### src/rtl/spi_accel_pkg.sv
`default_nettype none
// ============================================================================
//  Module      : spi_accel_pkg
//  Description : Shared constants, state encoding and helpers for the SPI
//                accelerometer responder (register map, commands, IDs,
//                reset values).
//  Revision    : 1.0  initial release
// ============================================================================
package spi_accel_pkg;

    // Command bytes
    localparam logic [7:0] c_CMD_WRITE       = 8'h0A;
    localparam logic [7:0] c_CMD_READ        = 8'h0B;

    // Soft-reset key written to c_ADDR_SOFT_RESET
    localparam logic [7:0] c_SOFT_RESET_KEY  = 8'h52;

    // Register addresses (6-bit address space)
    localparam logic [5:0] c_ADDR_DEVID_AD   = 6'h00;
    localparam logic [5:0] c_ADDR_DEVID_MST  = 6'h01;
    localparam logic [5:0] c_ADDR_PARTID     = 6'h02;
    localparam logic [5:0] c_ADDR_REVID      = 6'h03;
    localparam logic [5:0] c_ADDR_XDATA      = 6'h08;
    localparam logic [5:0] c_ADDR_YDATA      = 6'h09;
    localparam logic [5:0] c_ADDR_ZDATA      = 6'h0A;
    localparam logic [5:0] c_ADDR_XDATA_L    = 6'h0E;
    localparam logic [5:0] c_ADDR_XDATA_H    = 6'h0F;
    localparam logic [5:0] c_ADDR_YDATA_L    = 6'h10;
    localparam logic [5:0] c_ADDR_YDATA_H    = 6'h11;
    localparam logic [5:0] c_ADDR_ZDATA_L    = 6'h12;
    localparam logic [5:0] c_ADDR_ZDATA_H    = 6'h13;
    localparam logic [5:0] c_ADDR_SOFT_RESET = 6'h1F;
    localparam logic [5:0] c_ADDR_FILTER_CTL = 6'h2C;
    localparam logic [5:0] c_ADDR_POWER_CTL  = 6'h2D;

    // Identification values
    localparam logic [7:0] c_DEVID_AD        = 8'hAD;
    localparam logic [7:0] c_DEVID_MST       = 8'h1D;
    localparam logic [7:0] c_PARTID          = 8'hF2;
    localparam logic [7:0] c_REVID           = 8'h01;

    // Control register reset values and writable-bit mask
    localparam logic [7:0] c_FILTER_CTL_RST  = 8'h13;
    localparam logic [7:0] c_POWER_CTL_RST   = 8'h00;
    localparam logic [7:0] c_POWER_CTL_MASK  = 8'h7F;

    // Transaction state machine encoding
    typedef enum logic [2:0] {
        ST_IDLE = 3'd0,
        ST_CMD  = 3'd1,
        ST_ADDR = 3'd2,
        ST_DATA = 3'd3,
        ST_SKIP = 3'd4
    } state_t;

    // Upper byte of a 12-bit sample: sign bits followed by bits [11:8]
    function automatic logic [7:0] sample_high_byte(input logic [11:0] v);
        return {{4{v[11]}}, v[11:8]};
    endfunction

endpackage
`default_nettype wire

### src/rtl/spi_sync_edge.sv
`default_nettype none
// ============================================================================
//  Module      : spi_sync_edge
//  Description : Two-flop synchronizer for an asynchronous input with
//                single-cycle rise and fall pulses on the synchronized level.
//  Revision    : 1.0  initial release
// ============================================================================
module spi_sync_edge #(
    parameter logic RESET_VAL = 1'b0
) (
    input  logic clk,
    input  logic rst_n,
    input  logic i_async,
    output logic o_rise,
    output logic o_fall
);

    logic r_meta;
    logic r_sync;
    logic r_prev;

    // Synchronizer chain plus one delayed copy for edge detection
    always_ff @(posedge clk or negedge rst_n) begin
        if (!rst_n) begin
            r_meta <= RESET_VAL;
            r_sync <= RESET_VAL;
            r_prev <= RESET_VAL;
        end else begin
            r_meta <= i_async;
            r_sync <= r_meta;
            r_prev <= r_sync;
        end
    end

    assign o_rise =  r_sync & ~r_prev;
    assign o_fall = ~r_sync &  r_prev;

endmodule
`default_nettype wire

### src/rtl/spi_accel_responder.sv
`default_nettype none
// ============================================================================
//  Module      : spi_accel_responder
//  Description : SPI mode-0 responder emulating an accelerometer register
//                file: command/address/data framing, coherent sample
//                snapshots, auto-incrementing bursts and control registers.
//  Revision    : 1.0  initial release
// ============================================================================
module spi_accel_responder
    import spi_accel_pkg::*;
(
    input  logic               ClkPort,
    input  logic               ResetN,
    input  logic               aclSCLK,
    input  logic               aclMOSI,
    input  logic               aclSS,
    output logic               aclMISO,
    input  logic signed [11:0] accel_x,
    input  logic signed [11:0] accel_y,
    input  logic signed [11:0] accel_z,
    output logic [7:0]         power_ctl,
    output logic               busy,
    output logic               cmd_err
);

    logic        w_sclk_rise;
    logic        w_sclk_fall;
    logic        w_ss_rise;
    logic        w_ss_fall;

    logic        r_mosi_meta;
    logic        r_mosi_sync;

    state_t      r_state;
    state_t      w_state_nxt;
    logic        w_cmd_bad;

    logic [2:0]  r_bit_cnt;
    logic [6:0]  r_shift;
    logic [5:0]  r_addr;
    logic        r_addr_null;
    logic        r_is_read;
    logic        r_load_pend;
    logic [7:0]  r_miso_sr;
    logic        r_miso;
    logic        r_busy;
    logic        r_cmd_err;
    logic [11:0] r_snap_x;
    logic [11:0] r_snap_y;
    logic [11:0] r_snap_z;
    logic [7:0]  r_filter_ctl;
    logic [7:0]  r_power_ctl;

    logic        w_bit_rise;
    logic        w_byte_done;
    logic [7:0]  w_byte;
    logic        w_wr_en;
    logic [7:0]  w_rd_data;

    spi_sync_edge #(.RESET_VAL(1'b0)) u_sclk_sync (
        .clk     (ClkPort),
        .rst_n   (ResetN),
        .i_async (aclSCLK),
        .o_rise  (w_sclk_rise),
        .o_fall  (w_sclk_fall)
    );

    spi_sync_edge #(.RESET_VAL(1'b1)) u_ss_sync (
        .clk     (ClkPort),
        .rst_n   (ResetN),
        .i_async (aclSS),
        .o_rise  (w_ss_rise),
        .o_fall  (w_ss_fall)
    );

    // MOSI needs only the synchronizer; it is sampled on SCLK rise pulses
    always_ff @(posedge ClkPort or negedge ResetN) begin
        if (!ResetN) begin
            r_mosi_meta <= 1'b0;
            r_mosi_sync <= 1'b0;
        end else begin
            r_mosi_meta <= aclMOSI;
            r_mosi_sync <= r_mosi_meta;
        end
    end

    // A deselect in the same cycle as an SCLK edge suppresses that edge
    assign w_bit_rise  = w_sclk_rise && !w_ss_rise && (r_state != ST_IDLE);
    assign w_byte_done = w_bit_rise && (r_bit_cnt == 3'd7);
    assign w_byte      = {r_shift, r_mosi_sync};
    assign w_wr_en     = w_byte_done && (r_state == ST_DATA) && !r_is_read && !r_addr_null;

    // State register
    always_ff @(posedge ClkPort or negedge ResetN) begin
        if (!ResetN) begin
            r_state <= ST_IDLE;
        end else begin
            r_state <= w_state_nxt;
        end
    end

    // Next-state logic; deselect returns to IDLE from any state
    always_comb begin
        w_state_nxt = r_state;
        w_cmd_bad   = 1'b0;
        if (w_ss_rise) begin
            w_state_nxt = ST_IDLE;
        end else begin
            case (r_state)
                ST_IDLE: if (w_ss_fall) w_state_nxt = ST_CMD;
                ST_CMD: begin
                    if (w_byte_done) begin
                        if ((w_byte == c_CMD_READ) || (w_byte == c_CMD_WRITE)) begin
                            w_state_nxt = ST_ADDR;
                        end else begin
                            w_state_nxt = ST_SKIP;
                            w_cmd_bad   = 1'b1;
                        end
                    end
                end
                ST_ADDR: if (w_byte_done) w_state_nxt = ST_DATA;
                default: ;
            endcase
        end
    end

    // Read map; a null address (bits [7:6] set) reads zero
    always_comb begin
        w_rd_data = 8'h00;
        if (!r_addr_null) begin
            case (r_addr)
                c_ADDR_DEVID_AD:   w_rd_data = c_DEVID_AD;
                c_ADDR_DEVID_MST:  w_rd_data = c_DEVID_MST;
                c_ADDR_PARTID:     w_rd_data = c_PARTID;
                c_ADDR_REVID:      w_rd_data = c_REVID;
                c_ADDR_XDATA:      w_rd_data = r_snap_x[11:4];
                c_ADDR_YDATA:      w_rd_data = r_snap_y[11:4];
                c_ADDR_ZDATA:      w_rd_data = r_snap_z[11:4];
                c_ADDR_XDATA_L:    w_rd_data = r_snap_x[7:0];
                c_ADDR_XDATA_H:    w_rd_data = sample_high_byte(r_snap_x);
                c_ADDR_YDATA_L:    w_rd_data = r_snap_y[7:0];
                c_ADDR_YDATA_H:    w_rd_data = sample_high_byte(r_snap_y);
                c_ADDR_ZDATA_L:    w_rd_data = r_snap_z[7:0];
                c_ADDR_ZDATA_H:    w_rd_data = sample_high_byte(r_snap_z);
                c_ADDR_FILTER_CTL: w_rd_data = r_filter_ctl;
                c_ADDR_POWER_CTL:  w_rd_data = r_power_ctl;
                default:           w_rd_data = 8'h00;
            endcase
        end
    end

    // Shift, address, snapshot and MISO datapath
    always_ff @(posedge ClkPort or negedge ResetN) begin
        if (!ResetN) begin
            r_bit_cnt   <= 3'd0;
            r_shift     <= 7'd0;
            r_addr      <= 6'd0;
            r_addr_null <= 1'b0;
            r_is_read   <= 1'b0;
            r_load_pend <= 1'b0;
            r_miso_sr   <= 8'h00;
            r_miso      <= 1'b0;
            r_busy      <= 1'b0;
            r_cmd_err   <= 1'b0;
            r_snap_x    <= 12'd0;
            r_snap_y    <= 12'd0;
            r_snap_z    <= 12'd0;
        end else begin
            r_cmd_err <= w_cmd_bad;
            if (w_ss_rise) begin
                r_bit_cnt   <= 3'd0;
                r_busy      <= 1'b0;
                r_miso      <= 1'b0;
                r_load_pend <= 1'b0;
            end else if (w_ss_fall && (r_state == ST_IDLE)) begin
                r_bit_cnt   <= 3'd0;
                r_busy      <= 1'b1;
                r_miso      <= 1'b0;
                r_load_pend <= 1'b0;
                r_snap_x    <= accel_x;
                r_snap_y    <= accel_y;
                r_snap_z    <= accel_z;
            end else begin
                if (w_bit_rise) begin
                    r_shift   <= w_byte[6:0];
                    r_bit_cnt <= r_bit_cnt + 3'd1;
                end
                if (w_byte_done) begin
                    case (r_state)
                        ST_CMD:  r_is_read <= (w_byte == c_CMD_READ);
                        ST_ADDR: begin
                            r_addr      <= w_byte[5:0];
                            r_addr_null <= |w_byte[7:6];
                            r_load_pend <= r_is_read;
                        end
                        ST_DATA: begin
                            r_addr      <= r_addr + 6'd1;
                            r_load_pend <= r_is_read;
                        end
                        default: ;
                    endcase
                end
                // MISO only moves on SCLK falls during a read data phase
                if (w_sclk_fall && (r_state == ST_DATA) && r_is_read) begin
                    if (r_load_pend) begin
                        r_miso      <= w_rd_data[7];
                        r_miso_sr   <= {w_rd_data[6:0], 1'b0};
                        r_load_pend <= 1'b0;
                    end else begin
                        r_miso    <= r_miso_sr[7];
                        r_miso_sr <= {r_miso_sr[6:0], 1'b0};
                    end
                end
            end
        end
    end

    // Control registers, committed only on a complete write byte
    always_ff @(posedge ClkPort or negedge ResetN) begin
        if (!ResetN) begin
            r_filter_ctl <= c_FILTER_CTL_RST;
            r_power_ctl  <= c_POWER_CTL_RST;
        end else if (w_wr_en) begin
            case (r_addr)
                c_ADDR_FILTER_CTL: r_filter_ctl <= w_byte;
                c_ADDR_POWER_CTL:  r_power_ctl  <= w_byte & c_POWER_CTL_MASK;
                c_ADDR_SOFT_RESET: begin
                    if (w_byte == c_SOFT_RESET_KEY) begin
                        r_filter_ctl <= c_FILTER_CTL_RST;
                        r_power_ctl  <= c_POWER_CTL_RST;
                    end
                end
                default: ;
            endcase
        end
    end

    assign aclMISO   = r_miso;
    assign busy      = r_busy;
    assign cmd_err   = r_cmd_err;
    assign power_ctl = r_power_ctl;

endmodule
`default_nettype wire

### config.mk
export PLATFORM = sky130hd
export DESIGN_NAME = spi_accel_responder
export DESIGN_NICKNAME = d
export VERILOG_FILES = /design/src/rtl/spi_accel_pkg.sv /design/src/rtl/spi_sync_edge.sv /design/src/rtl/spi_accel_responder.sv
export SDC_FILE = /design/constraint.sdc
export NUM_CORES = 1
export LEC_CHECK = 0
export ABC_AREA = 0
export ABC_CLOCK_PERIOD_IN_PS = 1800
export CAP_MARGIN = 10
export CORE_MARGIN = 5
export CORE_UTILIZATION = 51
export CTS_CLUSTER_SIZE = 28
export DETAILED_ROUTE_END_ITERATION = 12
export PLACE_DENSITY = 0.78
export SLEW_MARGIN = 5
export SYNTH_ARGS = -nofsm -noshare
export SYNTH_HDL_FRONTEND = slang
export SYNTH_HIERARCHICAL = 1
export SYNTH_SLANG_ARGS = --single-unit
### constraint.sdc
create_clock -name ClkPort -period 1.8 [get_ports ClkPort]
set_input_delay 0.36 -clock ClkPort [delete_from_list [all_inputs] [get_ports ClkPort]]
set_output_delay 0.36 -clock ClkPort [all_outputs]
set_load 0.005 [all_outputs]
==> results_dict.tcl, run 1 <==
set metrics [dict create \
    h-tree-depth 3 \
    numPortBuffers 50 \
    synth.distinct_cells 66 \
    yosysSeqAreaShare 0.478 \
    seqCellArea_mm2 0.00229 \
    antenna_cells 0 \
    clk_pin_slew_ns 0.09 \
    wl_mm 13.8 \
    hold_ws_ns 0.0196 \
    crit_chain "inv_4, ha_4, buf_6, nand3b_1, a211o_1, o31a_1, o22ai_2, o221a_2" \
    end_kind "flop" \
    synthesis.nets 492 \
    fin_crit_sh 1.06 \
    synth.top_cell.area_share 0.445 \
    syn_area_per_cell_um2 10.7 \
    fillers 662 \
    drive_gt1_frac 0.382 \
    root_buffer "clkbuf_8" \
    max_stage_delay_ns 0.48 \
    grtUsageMet3 0.0554 \
    min_period_ns 1.91 \
    grt_pass1_vias 4158 \
    drv_slew 0 \
    cts_tree "yes" \
    viasPerCell 6.17 \
    fin_setup_tns_ns -0.874 \
    top_level_ports 52 \
    status "complete, but fails checks" \
    clock_path_buffers 2 \
    hp-class "in2async" \
    wl_per_cell_um 20.4 \
    ant_nets 0 \
    clock-sinks 91 \
    rows 35 \
    synthArstFlopShare 1.00 \
    yosysWarnings 6 \
    reg2regPathDepth 8 \
    dp_hpwl_mm 9.87 \
    nets 608 \
    start_util 0.520 \
    skew_ns 0.0124 \
    drv_cap 0 \
    dieArea_mm2 0.0114 \
    reg2reg_to "r_miso_sr[2]" \
    synth_ff_type "dfrtp_1" \
    worst-r2r-setup-slack_ns -0.11 \
    p_per_area_mw_per_mm2 721 \
    grt_util_met2 0.395 \
    grt_pass1_wl_mm 21.9 \
    grt_max_degree 92 \
    yosysTopAreaCell "dfrtp_1" \
    r2r-start "r_addr[0]" \
    drt-initial-drc-count 323 \
    met1_usage 0.335 \
    crit_required_ns 2.11 \
    track_usage 0.245 \
    syn_inst 445 \
    violations "setup timing" \
    finalWeightedCongestion 0.963 \
    busiest_layer "met2" \
    drtPass1Iterations 6 \
    antenna_found_initial 0 \
    layout_setup_ws_ns -0.110 \
    die_w_um 107 \
    hold_viol_final 0 \
    insertion_delay_ns 0.37 \
    final_cell_mix "dfrtp_1 (83), buf_4 (66), clkdlybuf4s50_1 (49), mux2_2 (44), nand2_1 (34)" \
    slowest_stage "dfrtp_2" \
    layoutNonFillerInstCount 677 \
    dp.cells 649 \
    crit_type "reg2reg" \
    grt_setup_unrepaired "true" \
    syn2layout_area_growth_pct 35.4 \
    cp_num_buf_inv 2 \
    ys_ff_latch 91 \
    fmax_ghz 0.523 \
    vias 4175 \
    p_leak_nw 2.77 \
    critPathTopFamily "compound AO/OA/AOI/OAI gates" \
    mostFrequentLayoutCell "dfrtp_1" \
    cp-start-kind "flop" \
    utilization 0.704 \
    arrival_ns 2.22 \
    numCtsBuffers 9 \
    placeableCoreArea_mm2 0.00920 \
    grt-ovfl-total 0 \
    finalSetupViolations 15 \
    place_area_mm2 0.00585 \
    multi_input_comb_area_mm2 0.00262 \
    netlist_area_mm2 0.00478 \
    die_h_um 107 \
    path_max_fanout 5 \
    synth_area_leaders "dfrtp_1 (45%), mux2_2 (10%), and3_1 (3.4%)" \
    stdcell_area_mm2 0.00647 \
    synth_edf_count 0 \
    route.detailed.drc 0 \
    ir_drop_mv 0.493 \
]
-- synthesized netlist by cell type (3+ instances only) --
master	n
o221a_2	4
nor3_1	9
o21ai_1	11
dfrtp_1	85
nor2b_1	5
a22oi_1	6
clkbuf_1	12
nor3b_1	4
a21o_1	3
nand3_1	10
buf_4	5
o21ai_2	8
and4b_1	4
and3_1	26
nor4b_1	3
a21oi_1	22
nand2b_1	10
o21ai_0	12
ha_1	6
o22ai_1	4
a32o_1	4
mux2_2	44
nand2_1	36
buf_2	4
a2111oi_0	6
a32oi_1	4
buf_6	5
dfstp_2	6
inv_1	8
a211oi_1	5
nor2_1	25
nand3b_1	3
and2_1	3
-- repair_timing --
| action | in CTS | in global routing |
|---|---|---|
| pin swaps | 10 | 26 |
| resized for setup | 53 | 18 |
| gates cloned | 0 | 2 |
| hold buffers | 0 | 0 |
| endpoints found under the setup margin | 29 | 63 |
| buffers inserted | 6 | 4 |
-- how the worst max path moves through the flow --
stage                           startpoint            to  slack (ns)  cells after the start
after CTS                        r_addr[0]  r_miso_sr[5]       -0.06                      7
after detailed placement         r_addr[0]  r_miso_sr[5]       -0.37                      6
final                            r_addr[0]  r_miso_sr[2]       -0.11                      8
after global routing             r_addr[0]  r_miso_sr[1]       -0.18                      8
after global placement           r_addr[4]  r_miso_sr[5]       -0.30                      7
after floorplan           u_ss_sync/r_prev     r_addr[0]       -0.04                      8
-- final cells by class --
cell class	instances	share of cell area
Inverter	8	0.00503
Clock buffer	10	0.0197
Tap cell	111	0.0215
Multi-Input combinational cell	319	0.405
Clock inverter	6	0.00774
Timing Repair Buffer	132	0.188
Sequential cell	91	0.354
-- registers in the layout, summed over array words and instances, names as in the netlist, 3 cells and up --
register and cells:
r_snap_x 12, r_bit_cnt 3, r_snap_z 12, r_miso_sr 7, r_snap_y 12, r_state 3, r_addr 6, r_shift 7
power_ctl 7, r_filter_ctl 8
-- metal layers --
| metal | up-vias | wire length [um] |
|---|---|---|
| li1 | 1884 | - |
| met1 | 2069 | 5720 |
| met2 | 196 | 6680 |
| met3 | 26 | 1110 |
| met4 | 0 | 276 |
| met5 | - | 0 |
-- stage by stage --
step	power [mW]	worst slack, ns
after floorplan	2.93	-0.0444
after global placement	3.32	-0.298
after detailed placement	3.36	-0.372
after CTS	4.67	-0.0593
after global routing	4.86	-0.181
final	4.67	-0.110
-- worst reg2reg max path, stage by stage, from the launching register on --
cell	delay, ns
dfrtp_2	0.48
inv_4	0.11
ha_4	0.16
buf_6	0.12
nand3b_1	0.08
a211o_1	0.29
o31a_1	0.14
o22ai_2	0.26
o221a_2	0.24
-- report_power, final --
group          switching (mW)  total, mW  leakage (nW)  internal, mW
registers               0.233       2.55          1.15          2.32
logic                   0.354      0.815          1.54         0.461
clock network           0.781       1.30        0.0892         0.522
total                    1.37       4.67          2.77          3.30
-- cells by family after synthesis --
kind of cell    count (synthesis)  share of synthesized area
xor+xnor                        1                    0.00183
compound gates                105                      0.155
mux                            45                      0.106
other cells                     1                   0.000785
flops                          91                      0.478
buf+inv                        37                     0.0461
simple gates                  159                      0.197
fa+ha+maj                       6                     0.0157
Power figures use the tool's default switching activity.
==> run 2, diff against run 1 <==
Settings changed: CORE_UTILIZATION 51 to 50, PLACE_DENSITY 0.78 to 0.77.
==> results_dict.tcl, run 2 (synthesis gave the netlist of run 1 again) <==
set metrics [dict create \
    status "complete, but fails checks" \
    violations "setup timing" \
    cp-start-kind "flop" \
    p_per_area_mw_per_mm2 722 \
    numCtsBuffers 9 \
    die_h_um 108 \
    grt_max_degree 37 \
    p_sw_mw 1.47 \
    drt-initial-drc-count 381 \
    nets 624 \
    mostFrequentLayoutCell "buf_4" \
    syn2layout_area_growth_pct 43.0 \
    start_util 0.515 \
    insertion_delay_ns 0.39 \
    finalSetupViolations 23 \
    seqPwrFrac 0.518 \
    end_kind "flop" \
    crit_required_ns 2.12 \
    final_cell_mix "buf_4 (81), dfrtp_1 (79), clkdlybuf4s50_1 (49), mux2_2 (44)" \
    grt_pass1_vias 4443 \
    root_buffer "clkbuf_8" \
    cts_tree "yes" \
    dieArea_mm2 0.0116 \
    antenna_found_initial 0 \
    placeableCoreArea_mm2 0.00928 \
    ant_nets 0 \
    grt_setup_unrepaired "true" \
    place_ws_ns -0.320 \
    grt-ovfl-total 0 \
    crit_chain "inv_2, ha_4, buf_12, nand3b_1, a211o_1, o31a_1, o22ai_4, o221a_2" \
    p_int_mw 3.47 \
    h-tree-depth 3 \
    drv_slew 0 \
    min_period_ns 2.01 \
    fmax_ghz 0.497 \
    arrival_ns 2.34 \
    drtPass1Iterations 8 \
    finalWeightedCongestion 1.04 \
    wl_per_cell_um 22.2 \
    numPortBuffers 50 \
    clk_pin_slew_ns 0.10 \
    skew_ns 0.0180 \
    layout_setup_ws_ns -0.214 \
    max_stage_delay_ns 0.48 \
    fin_crit_sh 1.12 \
    dp_hpwl_mm 10.6 \
    top_regs "r_snap_x: 12 flops, r_snap_y: 12 flops, r_snap_z: 12 flops" \
    clock_path_buffers 2 \
    crit_type "reg2reg" \
    rows 35 \
    vias 4335 \
    antenna_cells 0 \
    wl_mm 15.8 \
    die_w_um 108 \
    top_level_ports 52 \
    ir_drop_mv 0.614 \
    track_usage 0.271 \
    route.detailed.drc 0 \
    swShare 0.298 \
    drive_gt1_frac 0.438 \
    utilization 0.736 \
    grt_pass1_wl_mm 23.9 \
    drv_cap 0 \
    hold_viol_final 0 \
    slowest_stage "dfrtp_2" \
    path_max_fanout 13 \
    viasPerCell 6.10 \
    combPwrFrac 0.177 \
    p_leak_nw 2.93 \
    hp-class "reg2reg" \
    clkPwrFrac 0.305 \
    clock-sinks 91 \
]
==> run 2: worst max-delay path: cells and delay by family, from the launching register on <==
kind | cells | cell delay, ns
compound gates | 4 | 0.94
fa+ha+maj | 1 | 0.17
buf+inv | 2 | 0.26
flops | 1 | 0.48
simple gates | 1 | 0.10
==> run 2: final cells by class <==
| class | count | area [um2] |
|---|---|---|
| inverter | 8 | 30.0 |
| multi-input combinational | 319 | 2770 |
| clock inverter | 7 | 83.8 |
| timing repair buffer | 148 | 1380 |
| sequential | 91 | 2290 |
| clock buffer | 9 | 124 |
| fill | 672 | 2450 |
| tap | 129 | 161 |
==> run 2: layer usage <==
layer	wire length [um]	track usage	vias to the layer above
met5	0	0	-
met4	481	0.111	0
met3	1110	0.0456	46
met2	7770	0.452	214
met1	6410	0.350	2159
li1	-	-	1916
==> run 2: worst paths after layout <==
path	start	to	slack [ns]	cells after the start
max in group asynchronous	ResetN	r_filter_ctl[0]	0.72	3
min in group asynchronous	ResetN	r_state[2]	0.46	2
max	r_addr[0]	r_miso_sr[3]	-0.21	8
min reg2reg	u_ss_sync/r_meta	u_ss_sync/r_sync	0.36	0
max reg2reg	r_addr[0]	r_miso_sr[3]	-0.21	8
min	u_ss_sync/r_meta	u_ss_sync/r_sync	0.36	0
==> run 2: power by group through the flow <==
stage	clock [mW]	sequential, mW	combinational, mW
after global routing	1.61	2.58	0.952
final	1.50	2.56	0.875
after floorplan	0	2.51	0.420
after CTS	1.51	2.54	0.836
after detailed placement	0	2.57	0.826
after global placement	0	2.56	0.786
==> run 2: timing repair <==
| item | in CTS | in global routing |
|---|---|---|
| endpoints found under the hold margin | 23 | 0 |
| hold buffers | 1 | 0 |
| endpoints found under the setup margin | 30 | 69 |
| pin swaps | 31 | 22 |
| cloned | 3 | 1 |
| gates resized for setup | 74 | 36 |
| buffers inserted | 11 | 6 |
==> run 2: per-stage QoR <==
| step | cell area (um2) | total power [mW] | hold WS (ns) | setup TNS [ns] | cells |
|---|---|---|---|---|---|
| finish | 6830 | 4.94 | 0.361 | -3.25 | 711 |
| global route | 6830 | 5.14 | 0.364 | -4.60 | 711 |
| CTS | 6600 | 4.89 | 0.362 | -3.02 | 704 |
| detailed placement | 5930 | 3.40 | 0.332 | -6.33 | 674 |
| global placement | 5930 | 3.35 | 0.330 | -4.18 | 674 |
| floorplan | 4820 | 2.93 | 0.0644 | -0.963 | 445 |
==> run 3, diff against run 2 <==
Settings changed: SLEW_MARGIN 5 to 10.
==> results of run 3 <==
The final DEF is identical to that of run 2; final timing and power are the same.
